--- config.mk ---
export PLATFORM = sky130hd
export DESIGN_NAME = step_run_controller
export DESIGN_NICKNAME = d
export VERILOG_FILES = /design/src/rtl/step_run_controller.sv
export SDC_FILE = /design/constraint.sdc
export NUM_CORES = 1
export LEC_CHECK = 0
export CORE_UTILIZATION = 35
export DETAILED_ROUTE_END_ITERATION = 10
export PLACE_DENSITY_LB_ADDON = 0.08
export SLEW_MARGIN = 10
export SYNTH_ARGS = -nofsm -noshare
export SYNTH_HDL_FRONTEND = slang
export SYNTH_SLANG_ARGS = --single-unit
export TNS_END_PERCENT = 50
--- constraint.sdc ---
create_clock -name i_clk -period 2 [get_ports i_clk]
set_input_delay 0.2 -clock i_clk [delete_from_list [all_inputs] [get_ports i_clk]]
set_output_delay 0.2 -clock i_clk [all_outputs]
set_load 0.01 [all_outputs]
--- src/rtl/step_run_controller.sv ---
// Step/run controller: debounces the step button and gates the datapath clock enable
// for free run, single-cycle and single-instruction stepping with a PC breakpoint.
module step_run_controller #(
  parameter int unsigned DEBOUNCE_CYCLES  = 50000,
  parameter int unsigned ADDR_WIDTH       = 16,
  parameter int unsigned MAX_INSTR_CYCLES = 16
) (
  input  logic                  i_clk,
  input  logic                  i_reset,
  input  logic                  i_btnStep,
  input  logic                  i_swInstrNCycle,
  input  logic                  i_swStepNRun,
  input  logic                  i_swEnableBreakpoint,
  input  logic [ADDR_WIDTH-1:0] i_breakpointAddress,
  input  logic [ADDR_WIDTH-1:0] i_pc,
  input  logic                  i_instrDone,
  output logic                  o_clkEn,
  output logic                  o_breakHit,
  output logic                  o_stepTimeout,
  output logic [2:0]            o_state
);

  localparam int unsigned DB_CNT_W  = $clog2(DEBOUNCE_CYCLES + 1);
  localparam int unsigned CYC_CNT_W = $clog2(MAX_INSTR_CYCLES + 1);
  localparam logic [DB_CNT_W-1:0]  DB_LAST  = DB_CNT_W'(DEBOUNCE_CYCLES - 1);
  localparam logic [CYC_CNT_W-1:0] CYC_LAST = CYC_CNT_W'(MAX_INSTR_CYCLES - 1);

  typedef enum logic [2:0] {
    ST_PAUSE      = 3'd0,
    ST_RUN        = 3'd1,
    ST_STEP_CYCLE = 3'd2,
    ST_STEP_INSTR = 3'd3,
    ST_BREAK      = 3'd4
  } stateT;

  logic [1:0]           btnSync;
  logic [1:0]           instrSync;
  logic [1:0]           stepSync;
  logic [1:0]           bpEnSync;
  logic                 btnS;
  logic                 instrS;
  logic                 stepNRunS;
  logic                 bpEnS;

  logic [DB_CNT_W-1:0]  dbCnt;
  logic                 dbLevel;
  logic                 stepPulse;

  stateT                state;
  logic                 clkEn;
  logic                 breakHit;
  logic                 stepTimeout;
  logic                 bpSuppress;
  logic [CYC_CNT_W-1:0] cycCnt;
  logic                 done;
  logic                 hit;

  // Two-flop synchronisers for the asynchronous board inputs
  always_ff @(posedge i_clk or posedge i_reset) begin
    if (i_reset) begin
      btnSync   <= '0;
      instrSync <= '0;
      stepSync  <= '0;
      bpEnSync  <= '0;
    end else begin
      btnSync   <= {btnSync[0], i_btnStep};
      instrSync <= {instrSync[0], i_swInstrNCycle};
      stepSync  <= {stepSync[0], i_swStepNRun};
      bpEnSync  <= {bpEnSync[0], i_swEnableBreakpoint};
    end
  end

  assign btnS      = btnSync[1];
  assign instrS    = instrSync[1];
  assign stepNRunS = stepSync[1];
  assign bpEnS     = bpEnSync[1];

  // Level follows the button only after DEBOUNCE_CYCLES consecutive differing samples;
  // the pulse fires on the accepted press, never on release
  always_ff @(posedge i_clk or posedge i_reset) begin
    if (i_reset) begin
      dbCnt     <= '0;
      dbLevel   <= 1'b0;
      stepPulse <= 1'b0;
    end else begin
      stepPulse <= 1'b0;
      if (btnS == dbLevel) begin
        dbCnt <= '0;
      end else if (dbCnt == DB_LAST) begin
        dbCnt     <= '0;
        dbLevel   <= btnS;
        stepPulse <= btnS;
      end else begin
        dbCnt <= dbCnt + DB_CNT_W'(1);
      end
    end
  end

  assign done = i_instrDone & clkEn;
  assign hit  = done & bpEnS & (i_pc == i_breakpointAddress) & ~bpSuppress;

  // Mode FSM; clkEn and breakHit are loaded with the decode of the state being entered
  always_ff @(posedge i_clk or posedge i_reset) begin
    if (i_reset) begin
      state       <= ST_PAUSE;
      clkEn       <= 1'b0;
      breakHit    <= 1'b0;
      stepTimeout <= 1'b0;
      bpSuppress  <= 1'b0;
      cycCnt      <= '0;
    end else begin
      if (done) begin
        bpSuppress <= 1'b0;
      end
      case (state)
        ST_PAUSE: begin
          if (!stepNRunS) begin
            state <= ST_RUN;
            clkEn <= 1'b1;
          end else if (stepPulse) begin
            state  <= instrS ? ST_STEP_INSTR : ST_STEP_CYCLE;
            clkEn  <= 1'b1;
            cycCnt <= '0;
          end
        end
        ST_RUN: begin
          if (hit) begin
            state    <= ST_BREAK;
            clkEn    <= 1'b0;
            breakHit <= 1'b1;
          end else if (stepNRunS) begin
            state <= ST_PAUSE;
            clkEn <= 1'b0;
          end
        end
        ST_STEP_CYCLE: begin
          state <= ST_PAUSE;
          clkEn <= 1'b0;
        end
        ST_STEP_INSTR: begin
          if (done) begin
            state <= ST_PAUSE;
            clkEn <= 1'b0;
          end else if (cycCnt == CYC_LAST) begin
            state       <= ST_PAUSE;
            clkEn       <= 1'b0;
            stepTimeout <= 1'b1;
          end else begin
            cycCnt <= cycCnt + CYC_CNT_W'(1);
          end
        end
        ST_BREAK: begin
          // Suppression lets the resumed instruction at the breakpoint PC complete
          if (stepNRunS) begin
            state      <= ST_PAUSE;
            breakHit   <= 1'b0;
            bpSuppress <= 1'b1;
          end else if (stepPulse) begin
            state      <= ST_RUN;
            clkEn      <= 1'b1;
            breakHit   <= 1'b0;
            bpSuppress <= 1'b1;
          end
        end
        default: begin
          state    <= ST_PAUSE;
          clkEn    <= 1'b0;
          breakHit <= 1'b0;
        end
      endcase
    end
  end

  assign o_clkEn       = clkEn;
  assign o_breakHit    = breakHit;
  assign o_stepTimeout = stepTimeout;
  assign o_state       = state;

endmodule
Yosys cells after proc, flatten, opt, wreduce, memory -nomap -nowiden
Cells that the tools add are included.

Bits in registers: 38. Input bits: 39. Output and inout bits: 6. Logic and storage cells: 85.

Add/sub/neg operators: 2. Equal/unequal tests: 18. Multiplexer cells: 35. Bitwise operators: 8. Reduce and logical (&&, ||, !) cells: 9.

Operators with widths (number): two-way mux 16 bit (2); two-way mux 3 bit (8); two-way mux 5 bit (4); two-way mux 1 bit (17); adder 16 x 1 -> 16 bit (second input constant) (1); == test 16 bit (1); == test 16 bit (second input constant) (1); != test 2 bit (second input constant) (6); != test 3 bit (second input constant) (4); one-hot mux 3 bit (4 select lines) (1); one-hot mux 5 bit (2 select lines) (1); AND reduction 3 bit (3); == test 3 x 2 -> 1 bit (second input constant) (2); adder 5 x 1 -> 5 bit (second input constant) (1); == test 5 x 4 -> 1 bit (second input constant) (1); AND reduction 5 bit (1); AND 1 bit (4); NOT 1 bit (4); one-hot mux 1 bit (4 select lines) (1); AND reduction 4 bit (1); == test 3 x 1 -> 1 bit (second input constant) (1); == test 3 bit (second input constant) (1); logical NOT 3 bit (1); one-hot mux 1 bit (3 select lines) (1); other kinds (4) (4).

Longest topological paths before layout
Word-level depth: 6. Mapped depth: 8. Depth with buffers taken out: 8.

Worst setup path before layout
OpenSTA, ideal clock, no wires.

Path type: flip-flop to flip-flop. From: register cycCnt[0]. To: register cycCnt[3]. Setup time: 0.126 ns. Data arrival time: 1.572 ns. Required time: 1.874 ns. Path slack: 0.302 ns. Cell stages (with the launch flop): 8. Buffers on the path: 0. Period minus slack after synthesis: 1.698 ns. Cell sequence: dfrtp_1 ha_1 and3_1 ha_1 nor3b_4 nand4_1 xor2_1 nor2_1.

Longest elaborated chain between the ends: 4. Elaborated cells between the ends (all ways): 7. Classes of those cells: 1 x add/sub; 2 x eq/ne; 3 x mux; 1 x reduce/logical.

RTL lines: start: declaration (RTL line 54) `logic [CYC_CNT_W-1:0] cycCnt;`; start signal: assignment (RTL line 149) `cycCnt <= cycCnt + CYC_CNT_W'(1);`; adder 5 x 1 -> 5 bit (RTL line 149); two-way mux 5 bit (RTL line 144) `end else if (cycCnt == CYC_LAST) begin`; two-way mux 5 bit (RTL line 141) `if (done) begin`; one-hot mux 5 bit (2 select lines) (RTL line 115) `case (state)`.

Several ways; a longest one is shown, not always the timed one. The select of a mux whose other input is x is not followed. A chain may end at the register's enable or synchronous reset.

Worst setup path after layout
Same ends and word-level chain as after synthesis.

==> PnR_summary.wiki <==
{| class="wikitable"
! Metric !! Value
|-
| Number of failing hold endpoints at the final stage || 0
|-
| Setup Slack @ Placement || around 0.15 ns
|-
| Data arrival time of the worst path || 2.01 ns
|-
| Worst-case clock skew || about 0.0079 ns
|-
| Number of remaining DRC errors || 0
|-
| Setup repair after global routing missed its margin || false
|-
| Setup-failing EPs final || 0
|-
| Clock period minus worst slack || 1.84 ns
|-
| Placeable Area || 5140 sq um
|-
| Pleak || roughly 0.0011 uW
|-
| Initial detailed-routing violation count || 75
|-
| Largest net degree at the start of global routing || 39
|-
| Antenna violations before repair || 0
|-
| Setup slack of the critical path after layout || around 0.16 ns
|-
| GRT Util Overall || around 15%
|-
| Antenna Cells || 0
|-
| Worst reg2reg startpoint || cycCnt[0]
|-
| Overflow left after global routing || 0
|-
| Net count, final || 270
|-
| Port buffer count || between 40 and 50
|-
| Mapped cell area || between 1500 and 2000 sq um
|-
| Number of cells on the worst reg-to-reg path || 7
|-
| Run status || finished, final reports clean
|-
| Number of maximum-capacitance violations || 0
|-
| Synth Net Count || 220
|-
| Synthesis Warnings || 0
|-
| Number of vias after detailed routing || approximately 1.4k
|-
| Final wirelength || ~3700 um
|-
| Vias per inst || roughly 4.8
|-
| Detailed placement HPWL || 2820 um
|-
| Clock input transition at the sequential cells of the worst setup and hold paths || approximately 0.070 ns
|-
| Max Fanout on Critical Path || 5
|-
| Drt wl/cell || between 10 and 15 um
|-
| Root buffer cell || sky130_fd_sc_hd__clkbuf_8
|-
| Async set or reset register ratio after synthesis || 100%
|-
| CTS tree || yes
|-
| Fraction of the cycle the final worst path needs || between 90% and 100%
|-
| Crit path kind || reg2reg
|-
| Post-DRT Antenna Nets || 0
|-
| Post-route setup TNS || 0 ns
|-
| Floorplan die area || 5660 sq um
|-
| Starting density of the core || between 30% and 40%
|-
| Synthesis-stage register bit count || 38
|-
| Number of flops mapped to enable cells by yosys || 0
|-
| Clock buffer depth || 2
|-
| Relative slew slack || between 60% and 70%
|-
| Most used DFF post-synth || sky130_fd_sc_hd__dfrtp_1
|-
| Htree depth || 2
|-
| Maximum vdd drop || approximately 0.28 mV
|-
| Pins over their slew limit || 0
|-
| Clock latency reported for the late side of the worst-skew pair || between 0.2 and 0.3 ns
|-
| Area growth, synth to finish || 32.7%
|-
| Required arrival time at the worst endpoint || around 2.2 ns
|-
| Share of layout cells above drive strength 1 || 6.55%
|-
| Most common library cell in the layout ignoring fill and taps || sky130_fd_sc_hd__clkdlybuf4s50_1
|-
| Most frequent cells in the layout || 44 x sky130_fd_sc_hd__clkdlybuf4s50_1, 38 x sky130_fd_sc_hd__dfrtp_1, 24 x sky130_fd_sc_hd__nor2_1
|-
| PD cells || just over 600 nW/um^2
|-
| Endpoint of the most critical register-to-register path || cycCnt[3]
|-
| I/O Pins || 45
|-
| Horizontal die dimension || ~75 um
|-
| Instance count of the mapped netlist || roughly 180
|-
| Path class of the lowest-slack min-delay path || in2async
|-
| Number of rows created at floorplan || 26
|-
| Clk sinks || 38
|-
| Final GP Congestion || between 0.7 and 0.8
|-
| Sort of element at the start of the critical path || flip-flop
|-
| Number of distinct library cells after synthesis || 36
|-
| Buffer count from post-CTS setup fixing || 0
|-
| Average footprint of a synthesized cell || 10.5 sq um
|-
| Setup slack of the worst register-to-register path || 0.16 ns
|-
| Global-route wire length before repair || between 6000 and 7000 um
|-
| Part of the Yosys area used for sequential elements || between 50% and 60%
|-
| Slew @ Worst Pin || 0.476 ns
|-
| Detailed Routing Iterations Pass 1 || 4
|-
| Cts bufs inserted || 5
|-
| Highest achievable clock rate || 542 MHz
|-
| Die H || roughly 75 um
|-
| Crit. End Element || flip-flop
|-
| Number of global-route vias before repair || approximately 1.5k
|}
state kept, by name, summed over array words and instances (netlist names):
register       flops
o_state            3
cycCnt             5
bpSuppress         1
o_clkEn            1
dbCnt             16
stepPulse          1
dbLevel            1
o_breakHit         1
o_stepTimeout      1
stepSync           2
btnSync            2
bpEnSync           2
instrSync          2
area by class of cell:
cell class,count,area (sq um)
multi-input combinational,134,897
clock inverter,1,5.00
fill,497,2650
inverter,4,15.0
clock buffer,7,86.3
timing repair buffer,45,448
tap,70,87.6
sequential,38,951
kinds of logic (layout without fill, tap and decap cells):
logic type               Yosys count  after routing  share of synthesized area [%]
buffers and inverters              6             57                           1.67
XOR/XNOR                          34             34                           15.9
adder cells (fa/ha/maj)            3              3                           2.00
AO/OA/AOI/OAI                     15             15                           5.53
flip-flops                        38             38                           50.7
AND/OR/NAND/NOR                   81             81                           23.7
multiplexers                       1              1                          0.600
critical path: stages, from the launching register on:
cell	delay, ns
sky130_fd_sc_hd__dfrtp_1	0.41
sky130_fd_sc_hd__ha_1	0.22
sky130_fd_sc_hd__and3_1	0.19
sky130_fd_sc_hd__ha_1	0.25
sky130_fd_sc_hd__nor3b_4	0.29
sky130_fd_sc_hd__nand4_1	0.15
sky130_fd_sc_hd__xor2_1	0.15
sky130_fd_sc_hd__nor2_1	0.06
worst max path at each step:
| stage | slack (ns) | start | endpoint |
|---|---|---|---|
| 5_1_grt | 0.01 | cycCnt[0] | cycCnt[3] |
| 4_1_cts | 0.13 | cycCnt[0] | cycCnt[3] |
| 2_1_floorplan | 0.30 | cycCnt[0] | cycCnt[3] |
| 3_5_place_dp | 0.15 | cycCnt[0] | cycCnt[3] |
| 3_3_place_gp | 0.24 | cycCnt[0] | cycCnt[3] |
| 6_report | 0.16 | cycCnt[0] | cycCnt[3] |
Yosys cell counts, types with 2 or more instances:
master / instances / share of area (%)
sky130_fd_sc_hd__nand2_1: 11 / 2.2
sky130_fd_sc_hd__dfrtp_1: 38 / 51
sky130_fd_sc_hd__and3_1: 5 / 1.7
sky130_fd_sc_hd__xnor2_1: 20 / 9.3
sky130_fd_sc_hd__nor3_1: 4 / 1.1
sky130_fd_sc_hd__nand2b_1: 3 / 1.0
sky130_fd_sc_hd__o22ai_1: 3 / 1.0
sky130_fd_sc_hd__nor2b_1: 4 / 1.3
sky130_fd_sc_hd__o21ai_0: 2 / 0.53
sky130_fd_sc_hd__nor4_1: 2 / 0.67
sky130_fd_sc_hd__nor2_1: 24 / 4.8
sky130_fd_sc_hd__inv_1: 4 / 0.80
sky130_fd_sc_hd__ha_1: 3 / 2.0
sky130_fd_sc_hd__a21oi_1: 3 / 0.80
sky130_fd_sc_hd__a22o_1: 3 / 1.4
sky130_fd_sc_hd__xor2_1: 14 / 6.5
sky130_fd_sc_hd__nand4_1: 6 / 2.0
sky130_fd_sc_hd__nand3_1: 11 / 2.9
routing by layer:
metal	share of wire, %	GRT usage [%]	up-vias
met2	49	25.5	44
li1	-	-	705
met1	44	18.5	687
met5	0	0	-
met3	5.9	5.35	5
met4	1.0	4.94	0
power breakdown:
part	switching, uW	leakage [uW]	internal [uW]	total (uW)
Sequential	24.2	0.000500	790	815
Clock	251	0.0000482	278	529
Combinational	78.0	0.000552	128	206
Total	353	0.00110	1200	1550
per-stage QoR:
| stage | instance area [sq um] | instances | utilization [%] | total power [uW] | hold WS [ns] |
|---|---|---|---|---|---|
| 2_1_floorplan | 1880 | 178 | - | 915 | 0.231 |
| 3_3_place_gp | 2400 | 291 | 46.6 | 1030 | 0.333 |
| 3_5_place_dp | 2400 | 291 | 46.6 | 1040 | 0.336 |
| 4_1_cts | 2490 | 299 | 48.4 | 1570 | 0.333 |
| 5_1_grt | 2490 | 299 | 48.4 | 1630 | 0.352 |
| 6_report | 2490 | 299 | 48.4 | 1550 | 0.320 |
repair_timing:
| item | CTS | global route |
|---|---|---|
| endpoints found under the setup margin | 0 | 2 |
| hold buffers | 0 | 0 |
| resized for setup | 0 | 1 |
Power figures use the tool's default switching activity.
